$ cat src/rtl/instruction_fetch_stage.sv
// Instruction fetch stage: a four-state fetch FSM (REQ/WAIT/HOLD/DROP) that
// keeps one instruction-memory request in flight and feeds the IF/ID register.
// It has a one-entry skid buffer for responses that arrive while decode stalls.
// Define FETCH_PERF_COUNTER_EN to add the fetch_count output.
module instruction_fetch_stage #(
  parameter int unsigned           ADDR_WIDTH = 32,
  parameter logic [ADDR_WIDTH-1:0] RESET_PC   = '0
) (
  input  logic                  clk,
  input  logic                  rst_n,
  output logic                  imem_req_valid,
  input  logic                  imem_req_ready,
  output logic [ADDR_WIDTH-1:0] imem_req_addr,
  input  logic                  imem_rsp_valid,
  input  logic [31:0]           imem_rsp_data,
  input  logic                  stall,
  input  logic                  redirect_valid,
  input  logic [ADDR_WIDTH-1:0] redirect_pc,
  output logic                  id_valid,
  output logic [ADDR_WIDTH-1:0] id_pc,
  output logic [31:0]           id_instruction,
  output logic [6:0]            id_opcode
`ifdef FETCH_PERF_COUNTER_EN
  ,
  output logic [31:0]           fetch_count
`endif
);

  typedef enum logic [1:0] {S_REQ, S_WAIT, S_HOLD, S_DROP} fetchState_t;

  fetchState_t           r_state;
  logic [ADDR_WIDTH-1:0] r_pc;
  logic                  r_reqValid;
  logic                  r_idValid;
  logic [ADDR_WIDTH-1:0] r_idPc;
  logic [31:0]           r_idInstr;
  logic [ADDR_WIDTH-1:0] r_bufPc;
  logic [31:0]           r_bufInstr;

  logic                  w_handshake;
  logic                  w_slotFree;
  logic                  w_loadRsp;
  logic                  w_loadBuf;
  logic [ADDR_WIDTH-1:0] w_redirectTarget;
  logic [ADDR_WIDTH-1:0] w_pcNext;

  // The request flag is held low for as long as reset is asserted, even though
  // the state register only updates on the edge.
  assign imem_req_valid   = r_reqValid && rst_n;
  assign imem_req_addr    = r_pc;
  assign w_handshake      = imem_req_valid && imem_req_ready;
  assign w_slotFree       = !r_idValid || !stall;
  // A redirect cancels any load that would otherwise happen this cycle.
  assign w_loadRsp        = (r_state == S_WAIT) && imem_rsp_valid && w_slotFree && !redirect_valid;
  assign w_loadBuf        = (r_state == S_HOLD) && !stall && !redirect_valid;
  assign w_redirectTarget = redirect_pc & ~ADDR_WIDTH'(3);
  assign w_pcNext         = r_pc + ADDR_WIDTH'(4);

  assign id_valid       = r_idValid;
  assign id_pc          = r_idPc;
  assign id_instruction = r_idInstr;
  assign id_opcode      = r_idInstr[6:0];

  // Fetch FSM, PC, skid buffer and IF/ID register; redirect outranks everything.
  always_ff @(posedge clk) begin
    if (!rst_n) begin
      r_state    <= S_REQ;
      r_reqValid <= 1'b1;
      r_pc       <= RESET_PC;
      r_idValid  <= 1'b0;
      r_idPc     <= '0;
      r_idInstr  <= '0;
      r_bufPc    <= '0;
      r_bufInstr <= '0;
    end else begin
      if (!stall || redirect_valid) begin
        r_idValid <= 1'b0;
      end
      if (redirect_valid) begin
        r_pc <= w_redirectTarget;
        case (r_state)
          S_REQ: begin
            if (w_handshake) begin
              r_state    <= S_DROP;
              r_reqValid <= 1'b0;
            end
          end
          S_WAIT: begin
            if (imem_rsp_valid) begin
              r_state    <= S_REQ;
              r_reqValid <= 1'b1;
            end else begin
              r_state    <= S_DROP;
              r_reqValid <= 1'b0;
            end
          end
          S_HOLD: begin
            r_state    <= S_REQ;
            r_reqValid <= 1'b1;
          end
          S_DROP: begin
            if (imem_rsp_valid) begin
              r_state    <= S_REQ;
              r_reqValid <= 1'b1;
            end
          end
        endcase
      end else begin
        case (r_state)
          S_REQ: begin
            if (w_handshake) begin
              r_state    <= S_WAIT;
              r_reqValid <= 1'b0;
            end
          end
          S_WAIT: begin
            if (imem_rsp_valid) begin
              r_pc <= w_pcNext;
              if (w_loadRsp) begin
                r_idValid  <= 1'b1;
                r_idPc     <= r_pc;
                r_idInstr  <= imem_rsp_data;
                r_state    <= S_REQ;
                r_reqValid <= 1'b1;
              end else begin
                r_bufPc    <= r_pc;
                r_bufInstr <= imem_rsp_data;
                r_state    <= S_HOLD;
              end
            end
          end
          S_HOLD: begin
            if (w_loadBuf) begin
              r_idValid  <= 1'b1;
              r_idPc     <= r_bufPc;
              r_idInstr  <= r_bufInstr;
              r_state    <= S_REQ;
              r_reqValid <= 1'b1;
            end
          end
          S_DROP: begin
            if (imem_rsp_valid) begin
              r_state    <= S_REQ;
              r_reqValid <= 1'b1;
            end
          end
        endcase
      end
    end
  end

`ifdef FETCH_PERF_COUNTER_EN
  logic [31:0] r_fetchCount;

  assign fetch_count = r_fetchCount;

  // Count every instruction that actually lands in the IF/ID register.
  always_ff @(posedge clk) begin
    if (!rst_n) begin
      r_fetchCount <= '0;
    end else if (w_loadRsp || w_loadBuf) begin
      r_fetchCount <= r_fetchCount + 32'd1;
    end
  end
`endif

endmodule

$ cat config.mk
export PLATFORM = sky130hd
export DESIGN_NAME = instruction_fetch_stage
export DESIGN_NICKNAME = d
export VERILOG_FILES = /design/src/rtl/instruction_fetch_stage.sv
export SDC_FILE = /design/constraint.sdc
export NUM_CORES = 1
export LEC_CHECK = 0
export CAP_MARGIN = 20
export CORE_MARGIN = 4
export CORE_UTILIZATION = 46
export DETAILED_ROUTE_END_ITERATION = 16
export GPL_TIMING_DRIVEN = 1
export PLACE_DENSITY = 0.73
export SYNTH_ARGS = -nofsm -noshare
export SYNTH_HDL_FRONTEND = slang
export SYNTH_SLANG_ARGS = --single-unit
$ cat constraint.sdc
create_clock -name clk -period 2.5 [get_ports clk]
set_input_delay 0.25 -clock clk [delete_from_list [all_inputs] [get_ports clk]]
set_output_delay 0.25 -clock clk [all_outputs]
set_load 0.01 [all_outputs]
Yosys cells after proc, flatten, opt, wreduce, memory -nomap -nowiden:

Cells that the tools add are included.

* register bits after elaboration: 164
* input bits: 70
* output and inout port bits: 105
* word-level logic and storage cells: 82

* $add $sub $neg: 1
* equality and inequality tests: 10
* muxes and demuxes: 36
* bitwise gates (word level): 3
* reductions and logical operators: 23

Operators by type and width (number)
* $mux W32: 9
* $pmux W32 S2: 2
* $add A32 B3 Y32 const B: 1
* $mux W2: 8
* $pmux W2 S4: 2
* $mux W1: 12
* $ne A3 B3 Y1 const B: 3
* $ne A2 B2 Y1 const B: 4
* $pmux W1 S4: 2
* $logic_and A1 B1 Y1: 7
* $reduce_and A3 Y1: 2
* $reduce_bool A2 Y1: 3
* $reduce_and A5 Y1: 1
* $eq A2 B2 Y1 const B: 2
* $reduce_and A2 Y1: 2
* $reduce_and A4 Y1: 1
* $logic_not A1 Y1: 3
* $not A1 Y1: 3
* $eq A2 B1 Y1 const B: 1
* $logic_not A2 Y1: 1
* $logic_or A1 B1 Y1: 2
* $pmux W1 S2: 1
* $reduce_or A2 Y1: 1

Longest topological paths before layout:

Gate-level depths: netlist of the first run.

* depth after elaboration: 8
* gate-level depth with buffers: 9
* mapped depth without buffers: 6

Worst setup path after synthesis of the first run:

Ideal clock, no wire load.

* path type: reg2reg
* start: register r_state[1]
* end: register r_pc[31], in the netlist imem_req_addr[31]
* library setup time: 0.122 ns
* arrival: 1.858 ns
* required time: 2.378 ns
* setup slack: 0.520 ns
* stages on the path, launching flop included: 7
* buffers on the path: 0
* period minus slack after synthesis: 1.980 ns
* path through: dfxtp_1 -> inv_1 -> ha_1 -> nand2_1 -> or4_4 -> o311a_1 -> a221o_1

* word-level cells in the longest chain between the ends: 3

Ends and longest elaborated chain
* start: declaration: RTL line 31 `fetchState_t r_state;`
* start signal: assignment: RTL line 67 `r_state <= S_REQ;`
* start signal: assignment: RTL line 84 `r_state <= S_DROP;`
* start signal: assignment: RTL line 90 `r_state <= S_REQ;`
* $eq A2 B1 Y1: RTL line 109 `case (r_state)`
* $reduce_bool A2 Y1 (no source line)
* $reduce_and A2 Y1 (no source line)
* end signal: assignment: RTL line 80 `r_pc <= w_redirectTarget;`
* end signal: assignment: RTL line 118 `r_pc <= w_pcNext;`
* end: declaration: RTL line 32 `logic [ADDR_WIDTH-1:0] r_pc;`

No other way between the ends.
A chain may end at the register's enable or synchronous reset.

Worst setup path after layout of the first run:

Same ends and word-level chain as after synthesis.

==> load_flow_metrics.sql, run 1 <==
INSERT INTO impl_metrics (metric_group, metric, value, unit) VALUES
('status', 'outcome', 'complete, no violations', ''),
('timing', 'unrepaired_setup_endpoints_after_global_routing', 'false', ''),
('synthesis', 'syn-cell-area', '7490', 'µm²'),
('die', 'rows', '46', ''),
('global_route', 'maximum_number_of_pins_on_one_net_before_global_route_repair', '63', ''),
('global_route', 'grt-ovfl-total', '0', ''),
('clocking', 'postCtsSetupRepairBufs', '0', ''),
('timing', 'setup_tns', '0', 'ps'),
('power', 'p_leak', '4.08', 'nW'),
('critical_path', 'worst-path-max-fanout', '8', ''),
('critical_path', 'largest_incremental_delay_on_the_critical_path', '580', 'ps'),
('clocking', 'ctsLongestPathBuffers', '2', ''),
('timing', 'timing.final.max_slew_violations', '0', ''),
('critical_path', 'slowest_stage', 'sky130_fd_sc_hd__or4_4', ''),
('timing', 'achievable-frequency', '448', 'MHz'),
('timing', 'finClkSkew', '7.41', 'ps'),
('clocking', 'tritoncts.num_buffers', '17', ''),
('critical_path', 'critPathRequiredTime', '2800', 'ps'),
('detailed_routing', 'dr_iter_0_viols', '326', ''),
('timing', 'finalSetupViolations', '0', ''),
('synthesis', 'fraction_of_synthesized_area_in_multiplexers', '8.42', '%'),
('synthesis', 'synth_async_sr_flop_share', '0', '%'),
('power', 'total_power', '0.00901', 'W'),
('die', 'initial_core_util', '47.0', '%'),
('die', 'top_level_ports', '175', ''),
('place', 'port_buffers', '168', ''),
('clocking', 'ctsHtreeMaxLevel', '4', ''),
('clocking', 'ctsResizeCount', '0', ''),
('min_path', 'min_path_type', 'in -> reg', ''),
('detailed_routing', 'routed_via_density', '5.41', ''),
('die', 'core-area', '15900', 'µm²'),
('synthesis', 'postSynth.topFlopCell', 'sky130_fd_sc_hd__dfxtp_1', ''),
('global_route', 'grt_pass1_wl', '31.5', 'mm'),
('detailed_routing', 'wl_per_cell', '16.1', 'µm'),
('clocking', 'ctsRootBufferMaster', 'sky130_fd_sc_hd__clkbuf_16', ''),
('detailed_routing', 'drt_wl_total', '19.5', 'mm'),
('synthesis', 'synth-xor-area-share', '1.40', '%'),
('synthesis', 'synth_simple_gate_area_share', '19.3', '%'),
('synthesis', 'synth.yosys.seq_area_share', '42.2', '%'),
('synthesis', 'yosys.area_share.adder', '1.00', '%'),
('cells_and_area', 'final_layout_size_suffix_gt1_share', '7.03', '%'),
('critical_path', 'critical_path.endpoint_type', 'flop', ''),
('critical_path', 'cp.arrival', '2530', 'ps'),
('timing', 'max_slew_margin', '52.8', '%'),
('detailed_routing', 'detail_route.first_pass.iterations', '4', ''),
('die', 'fp.dieArea', '18400', 'µm²'),
('clocking', 'worst_skew_pair.late_latency', '410', 'ps'),
('cells_and_area', 'num_antenna_cells', '0', ''),
('critical_path', 'startpoint_types', 'flop', ''),
('power', 'ir_drop', '534', 'µV'),
('detailed_routing', 'ant_nets', '0', ''),
('global_route', 'grt_use_total', '21.2', '%'),
('synthesis', 'synth_seq_cells', '158', ''),
('cells_and_area', 'num-nets-final', '1059', ''),
('place', 'placement.setup.worst_slack', '276', 'ps'),
('synthesis', 'synth_compound_gate_area_share', '22.4', '%'),
('place', 'last_weighted_congestion_value_of_the_routability_driven_placer', '0.839', ''),
('synthesis', 'ys.warnings.count', '0', ''),
('clocking', 'tritoncts', 'done', ''),
('clocking', 'cts_hold_repair.buffers', '0', ''),
('timing', 'final.min_clock_period', '2230', 'ps'),
('synthesis', 'synth_top_family_by_area', 'compound AO/OA/AOI/OAI gates', ''),
('die', 'height_of_the_chip', '136', 'µm'),
('global_route', 'number_of_global_route_vias_before_repair', '6182', ''),
('detailed_routing', 'routed-via-count', '6557', ''),
('clocking', 'numClockSinks', '158', ''),
('flow_run', 'cap_violations', '0', ''),
('power', 'power_density', '904', 'nW/µm²'),
('detailed_routing', 'route.detailed.drc', '0', ''),
('place', 'place.detailed.hpwl', '13.1', 'mm'),
('critical_path', 'timing.critical_path.buf_inv', '1', '');
[layer usage]
layer	track usage (%)	vias to the layer above	part of all wire (%)
li1	-	3263	-
met1	27.9	3101	46
met2	35.1	174	48
met3	4.16	19	5.0
met4	6.77	0	1.3
met5	0	-	0
[kinds of logic (layout without fill, tap and decap cells)]
logic type / after synthesis / in the layout
adders and majority gates: 6 / 6
buffers and inverters: 88 / 233
other: 1 / 4
AOI/OAI and AO/OA: 210 / 210
DFF: 158 / 158
and+or+nand+nor: 310 / 310
xor gates and xnor gates: 12 / 12
muxes: 63 / 63
[sequential cells by signal, summed over array words and instances (netlist names)]
register and flops:
r_reqValid 1, id_valid 1, r_state 2, id_instruction 32, id_pc 30, imem_req_addr 30
r_bufPc 30, r_bufInstr 32
[synthesized netlist by cell type (3+ instances only)]
cell type	number	share of area, %
sky130_fd_sc_hd__nand2_1	204	10
sky130_fd_sc_hd__dfxtp_1	158	42
sky130_fd_sc_hd__o211a_1	66	8.8
sky130_fd_sc_hd__a21boi_0	65	6.5
sky130_fd_sc_hd__mux2i_1	63	8.4
sky130_fd_sc_hd__clkbuf_1	50	2.5
sky130_fd_sc_hd__o21ai_0	25	1.7
sky130_fd_sc_hd__a21oi_1	15	1.0
sky130_fd_sc_hd__nor3_1	15	1.0
sky130_fd_sc_hd__buf_2	14	0.94
sky130_fd_sc_hd__buf_4	11	1.1
sky130_fd_sc_hd__nand4_1	11	0.92
sky130_fd_sc_hd__and4_1	10	1.2
sky130_fd_sc_hd__nand3_1	10	0.67
sky130_fd_sc_hd__xnor2_1	10	1.2
sky130_fd_sc_hd__a311oi_1	9	1.1
sky130_fd_sc_hd__nor2_1	9	0.45
sky130_fd_sc_hd__nor2b_1	9	0.75
sky130_fd_sc_hd__and2_1	7	0.58
sky130_fd_sc_hd__buf_1	7	0.35
sky130_fd_sc_hd__ha_1	6	1.0
sky130_fd_sc_hd__inv_1	6	0.30
sky130_fd_sc_hd__nor4_1	6	0.50
sky130_fd_sc_hd__and3_1	5	0.42
sky130_fd_sc_hd__nand2b_1	5	0.42
sky130_fd_sc_hd__o211ai_1	5	0.50
sky130_fd_sc_hd__o31ai_1	5	0.50
sky130_fd_sc_hd__nor3b_1	4	0.40
sky130_fd_sc_hd__a21o_1	3	0.30
sky130_fd_sc_hd__a31oi_1	3	0.25
sky130_fd_sc_hd__or3_1	3	0.25
[worst register-to-register path, delay by kind of cell (launching register included)]
family | cells | cell delay [ps]
adders and majority gates | 1 | 320
DFF | 1 | 400
buffers and inverters | 1 | 140
and+or+nand+nor | 2 | 710
AOI/OAI and AO/OA | 2 | 550
[power by group]
group / switching [W] / leakage, nW / total, W / internal [W]
registers: 0.000315 / 1.29 / 0.00329 / 0.00298
logic: 0.00146 / 2.51 / 0.00316 / 0.00171
clock network: 0.00101 / 0.286 / 0.00255 / 0.00155
total: 0.00278 / 4.08 / 0.00901 / 0.00623
[cell type report]
type | count | area, µm²
inverters | 6 | 22.5
clock buffers | 22 | 474
repair buffers | 195 | 1940
clock inverters | 10 | 113
well taps | 216 | 270
flip-flops and latches | 158 | 3160
multi-input cells | 605 | 3980
fillers | 1380 | 5970
[path summary, 6_finish.rpt]
check	to	start	slack [ps]	cells after the start
min	id_pc[5]	rst_n	350	2
max	imem_req_addr[31]	r_state[1]	270	6
max reg2reg	imem_req_addr[31]	r_state[1]	270	6
min reg2reg	r_bufPc[20]	r_bufPc[20]	460	2
[layout by cell type, fill, tap and decap left out, types with 6 or more instances in the layout]
| cell type | Yosys | routed |
|---|---|---|
| sky130_fd_sc_hd__nand2_1 | 204 | 204 |
| sky130_fd_sc_hd__clkdlybuf4s50_1 | 0 | 167 |
| sky130_fd_sc_hd__dfxtp_1 | 158 | 158 |
| sky130_fd_sc_hd__o211a_1 | 66 | 66 |
| sky130_fd_sc_hd__a21boi_0 | 65 | 65 |
| sky130_fd_sc_hd__mux2i_1 | 63 | 63 |
| sky130_fd_sc_hd__o21ai_0 | 25 | 25 |
| sky130_fd_sc_hd__buf_4 | 11 | 23 |
| sky130_fd_sc_hd__clkbuf_16 | 0 | 17 |
| sky130_fd_sc_hd__nor3_1 | 15 | 15 |
| sky130_fd_sc_hd__a21oi_1 | 15 | 15 |
| sky130_fd_sc_hd__nand4_1 | 11 | 11 |
| sky130_fd_sc_hd__nand3_1 | 10 | 10 |
| sky130_fd_sc_hd__xnor2_1 | 10 | 10 |
| sky130_fd_sc_hd__and4_1 | 10 | 10 |
| sky130_fd_sc_hd__nor2b_1 | 9 | 9 |
| sky130_fd_sc_hd__nor2_1 | 9 | 9 |
| sky130_fd_sc_hd__a311oi_1 | 9 | 9 |
| sky130_fd_sc_hd__and2_1 | 7 | 7 |
| sky130_fd_sc_hd__inv_1 | 6 | 6 |
[stage by stage]
stage	cells	area, µm²	utilization, %	hold slack (ps)
floorplan	851	7500	-	388
global placement	1180	9380	58.9	449
detailed placement	1180	9380	58.9	456
CTS	1212	9970	62.5	328
global route	1212	9970	62.5	345
finish	1212	9970	62.5	345
Note: power is estimated with default switching activity, not from simulation.
==> inputs of run 2 (changes only) <==
Settings changed: SLEW_MARGIN from default to 15.
==> results of run 2 <==
Final layout, timing and power as in run 1 (identical DEF).
==> inputs of run 3 (changes only) <==
Settings changed: CTS_CLUSTER_SIZE from default to 12.
==> results of run 3 <==
Final layout, timing and power as in run 1 (identical DEF).
